--- src/rtl/mux_sel_serializer.sv ---
// Byte serializer: latches a word on handshake and drives one bit per cycle via an 8:1 mux select.
// Optional trailing even-parity bit when SER_PARITY_EN is defined.
module mux_sel_serializer #(
   parameter logic IDLE_LEVEL = 1'b0
) (
   input  logic       i_clk,
   input  logic       i_rst,
   input  logic [7:0] i_data,
   input  logic       i_valid,
   output logic       o_ready,
   input  logic       i_msb_first,
   output logic [2:0] o_sel,
   output logic       o_serial,
   output logic       o_bit_valid,
   output logic       o_frame_start,
   output logic       o_frame_end,
   output logic       o_busy
);

   // state  | meaning
   // IDLE   | no frame in progress, ready for a word
   // SHIFT  | driving data bits, o_sel walks 7..0 or 0..7
   // PARITY | driving the even-parity bit, o_sel held (SER_PARITY_EN only)
`ifdef SER_PARITY_EN
   typedef enum logic [1:0] {IDLE, SHIFT, PARITY} state_t;
`else
   typedef enum logic {IDLE, SHIFT} state_t;
`endif

   state_t     state;
   logic [7:0] word;
   logic       msb_first;
   logic [2:0] bit_cnt;
   logic       accept;
   logic [2:0] load_sel;
   logic [2:0] next_sel;

   assign accept   = i_valid & o_ready;
   assign load_sel = i_msb_first ? 3'd7 : 3'd0;
   assign next_sel = msb_first ? o_sel - 3'd1 : o_sel + 3'd1;

   always_ff @(posedge i_clk) begin
      if (i_rst) begin
         state         <= IDLE;
         word          <= 8'h00;
         msb_first     <= 1'b0;
         bit_cnt       <= 3'd0;
         o_ready       <= 1'b1;
         o_sel         <= 3'd0;
         o_serial      <= IDLE_LEVEL;
         o_bit_valid   <= 1'b0;
         o_frame_start <= 1'b0;
         o_frame_end   <= 1'b0;
         o_busy        <= 1'b0;
      end else begin
         o_frame_start <= 1'b0;
         o_frame_end   <= 1'b0;
         // accept is only possible in IDLE or the final cycle of a frame
         if (accept) begin
            state         <= SHIFT;
            word          <= i_data;
            msb_first     <= i_msb_first;
            bit_cnt       <= 3'd7;
            o_sel         <= load_sel;
            o_serial      <= i_data[load_sel];
            o_bit_valid   <= 1'b1;
            o_frame_start <= 1'b1;
            o_busy        <= 1'b1;
            o_ready       <= 1'b0;
         end else begin
            case (state)
               SHIFT: begin
                  if (bit_cnt != 3'd0) begin
                     bit_cnt  <= bit_cnt - 3'd1;
                     o_sel    <= next_sel;
                     o_serial <= word[next_sel];
`ifndef SER_PARITY_EN
                     if (bit_cnt == 3'd1) begin
                        o_ready     <= 1'b1;
                        o_frame_end <= 1'b1;
                     end
`endif
                  end else begin
`ifdef SER_PARITY_EN
                     state       <= PARITY;
                     o_serial    <= ^word;
                     o_ready     <= 1'b1;
                     o_frame_end <= 1'b1;
`else
                     state       <= IDLE;
                     o_ready     <= 1'b1;
                     o_sel       <= 3'd0;
                     o_serial    <= IDLE_LEVEL;
                     o_bit_valid <= 1'b0;
                     o_busy      <= 1'b0;
`endif
                  end
               end
`ifdef SER_PARITY_EN
               PARITY: begin
                  state       <= IDLE;
                  o_ready     <= 1'b1;
                  o_sel       <= 3'd0;
                  o_serial    <= IDLE_LEVEL;
                  o_bit_valid <= 1'b0;
                  o_busy      <= 1'b0;
               end
`endif
               default: ;
            endcase
         end
      end
   end

endmodule
--- config.mk ---
export PLATFORM = sky130hd
export DESIGN_NAME = mux_sel_serializer
export DESIGN_NICKNAME = d
export VERILOG_FILES = /design/src/rtl/mux_sel_serializer.sv
export SDC_FILE = /design/constraint.sdc
export NUM_CORES = 1
export LEC_CHECK = 0
export BUFFER_PORTS_ARGS = -buffer_cell sky130_fd_sc_hd__buf_2
export CAP_MARGIN = 20
export CORE_MARGIN = 5
export CORE_UTILIZATION = 52
export DETAILED_ROUTE_END_ITERATION = 6
export PLACE_DENSITY = 0.77
export SYNTH_ARGS = -nofsm -noshare
export SYNTH_HDL_FRONTEND = slang
export SYNTH_SLANG_ARGS = --single-unit
--- constraint.sdc ---
create_clock -name i_clk -period 2.2 [get_ports i_clk]
set_clock_uncertainty 0.15 [all_clocks]
set_input_delay 0.22 -clock i_clk [delete_from_list [all_inputs] [get_ports i_clk]]
set_output_delay 0.22 -clock i_clk [all_outputs]
set_load 0.1 [all_outputs]
==> results.toml <==
[outcome]
outcome = "finished, violations left"
violations = "hold timing"

[timing]
setup_violations = 0
hold_viol_final = 1
fmax_mhz = 487
rsz0062_at_grt = "false"
period_share_pct = 93.4
max-slew-margin-rel_pct = 59.3
worstMarginPinSlew_ps = 608
holdWs_ps = -1.21
layout_min_cycle_time_ps = 2050
tns_ps = 0
maxSlewViolCount = 0

[finish]
post_route_cells_drive_above_1_share_pct = 24.1
num-nets-final = 150
final_common_cell = "nand2_1"
final_cell_mix = "nand2_1 (26), buf_2 (20), dfxtp_1 (19)"
diodes = 0
fill_cells = 164
area_delta_synth_final_pct = 18.6

[setup_path]
crit_type = "flop to flop"
crit_required_ps = 2250
arrival_ps = 2110
start_kind = "flop"
critPathMaxFanout = 6
rrSetupSlack_ps = 150
cpPeakStageDelay_ps = 650
critPathSlowestCell = "fa_1"
crit_chain = "fa_1 > mux4_2 > mux2i_1 > o22ai_1"
critPathCaptureType = "flop"

[synth]
yosysSeqAreaShare_pct = 43.1
synthXorXnorAreaFrac_pct = 2.44
netlist_area_um2 = 976
yosysWarnings = 0
synth_top_family_by_area = "simple AND/OR/NAND/NOR gates"
synthSimpleGateAreaFrac_pct = 17.9
synth_compound_area_share_pct = 15.9
yosysUniqueCellTypes = 29
synthesis.area_per_instance_um2 = 8.95
synth_fa_ha_area_share_pct = 5.90
syn_nets = 125
synthCells = 109
ys_ff_latch = 21
synth.area.mux_share_pct = 8.85

[grt]
first_global_vias = 809
grt-ovfl-total = 0
antenna_found_initial = 0
grt_first_pass_wirelength_um = 3540
grt_util_all_layers_pct = 17.3
grt_max_degree = 19

[floorplanning]
core_um2 = 1760
die_h_um = 53.3
die-width_um = 53.3
start_util_pct = 55.3
ios = 21
rows = 15
fp.dieArea_um2 = 2840

[clock_network]
clockBufferDepth = 2
cts_root_buf = "clkbuf_4"
worst_skew_pair.late_latency_ps = 300
clk_pin_slew_ps = 110
postCtsSetupBuffers = 0
htreeDepth = 1
clock-sinks = 21
numCtsBuffers = 3
cts_tree = "yes"

[power_and_ir_drop]
power.total_w = 0.000888
p_leak_nw = 0.498
power_density_nw_per_um2 = 767
peakVddDrop_mv = 0.479

[run]
drv_cap = 0

[detailed_routing]
drt_iter0_drc = 14
ant_nets = 0
vias_per_cell = 5.34
highest_layer = "met4"
wire_per_inst_um = 13.5
wl_met1_um = 971
drc = 0
wl_met2_um = 1040
firstDrtPassIters = 4
drt_wl_total_um = 2130
dr_wl_met3_um = 75
vias = 843

[placed_design]
gp_congestion = 0.782
port_buffers = 20
dpl.hpwl_um = 1510

[hold_path]
hold_path_class = "input pin to flop"
-- cell usage after synthesis, drive strengths merged --
library cell  number  area share [%]
nand2             26              10
dfxtp             21              43
a21oi             15             7.7
inv                5             2.2
nor2               5             1.9
buf                4             2.9
ha                 3             3.8
mux2i              3             3.1
nand4              3             1.9
nor3               3             1.5
a31oi              2             1.3
clkbuf             2            0.77
mux4               2             4.6
o21ai              2             1.0
o31a               2             1.8
a211o              1             1.0
a311oi             1             1.5
and2               1            0.64
fa                 1             2.1
mux2               1             1.2
nand2b             1            0.64
nor2b              1            0.64
o221ai             1            0.90
o22ai              1            0.64
or3                1            0.64
xor3               1             2.4
-- routing by layer --
layer | vias to the layer above | global-route usage, %
li1 | 425 | -
met1 | 397 | 21.0
met2 | 16 | 29.4
met3 | 5 | 2.54
met4 | 0 | 8.09
met5 | - | 0
-- worst max-delay path, delay by kind of cell (launching register included) --
kind	cells	cell delay, ps
multiplexers	2	680
adder cells (fa/ha/maj)	1	650
flip-flops	1	380
AO/OA/AOI/OAI	1	90
-- area by class of cell --
cell class | instances | area [µm²] | area share [%]
well taps | 25 | 31.3 | 2.70
inverters | 5 | 21.3 | 1.84
multi-input cells | 77 | 498 | 43.0
flip-flops and latches | 21 | 423 | 36.5
repair buffers | 26 | 158 | 13.6
clock buffers | 4 | 26.3 | 2.27
-- worst paths after layout --
path                                       startpoint                     to  cells after the start
worst min-delay path                        i_data[2]   word[2]$_SDFFE_PP0P_                      3
worst max-delay path            o_sel[0]$_SDFFE_PP0P_  o_serial$_SDFFE_PP0P_                      4
worst min register to register   word[3]$_SDFFE_PP0P_   word[3]$_SDFFE_PP0P_                      2
worst max register to register  o_sel[0]$_SDFFE_PP0P_  o_serial$_SDFFE_PP0P_                      4
-- logic make-up (layout without fill, tap and decap cells) --
group	count (synthesis)	count (layout)
xor gates and xnor gates	1	1
muxes	6	6
DFF	21	21
buffers and inverters	11	35
adders and majority gates	4	4
AOI/OAI and AO/OA	25	25
and+or+nand+nor	41	41
-- state kept, by name, summed over array words and instances, names as in the netlist --
name           cells
o_frame_end        1
bit_cnt            3
o_ready            1
o_sel              3
o_frame_start      1
word               8
msb_first          1
state              1
o_serial           1
o_busy             1
-- power by group --
part / total [W] / internal (W) / switching, W
Combinational: 0.000264 / 0.0000841 / 0.000180
Sequential: 0.000437 / 0.000410 / 0.0000269
Clock: 0.000187 / 0.0000708 / 0.000116
Total: 0.000888 / 0.000565 / 0.000323
-- what timing repair did --
action	4_1_cts	5_1_grt
resized for setup	0	0
hold buffers	5	0
endpoints found under the hold margin	5	0
-- metrics by stage --
step | hold WS, ps | worst slack, ps | cell area [µm²] | utilization [%] | instances
detailed placement | 303 | 149 | 1080 | 61.3 | 149
finish | -1.21 | 145 | 1160 | 65.6 | 158
global placement | 298 | 216 | 1080 | 61.3 | 149
CTS | 0.740 | 131 | 1160 | 65.6 | 158
floorplan | 206 | 37.2 | 978 | - | 109
global route | 6.53 | 64.1 | 1160 | 65.6 | 158
Power figures use the tool's default switching activity.
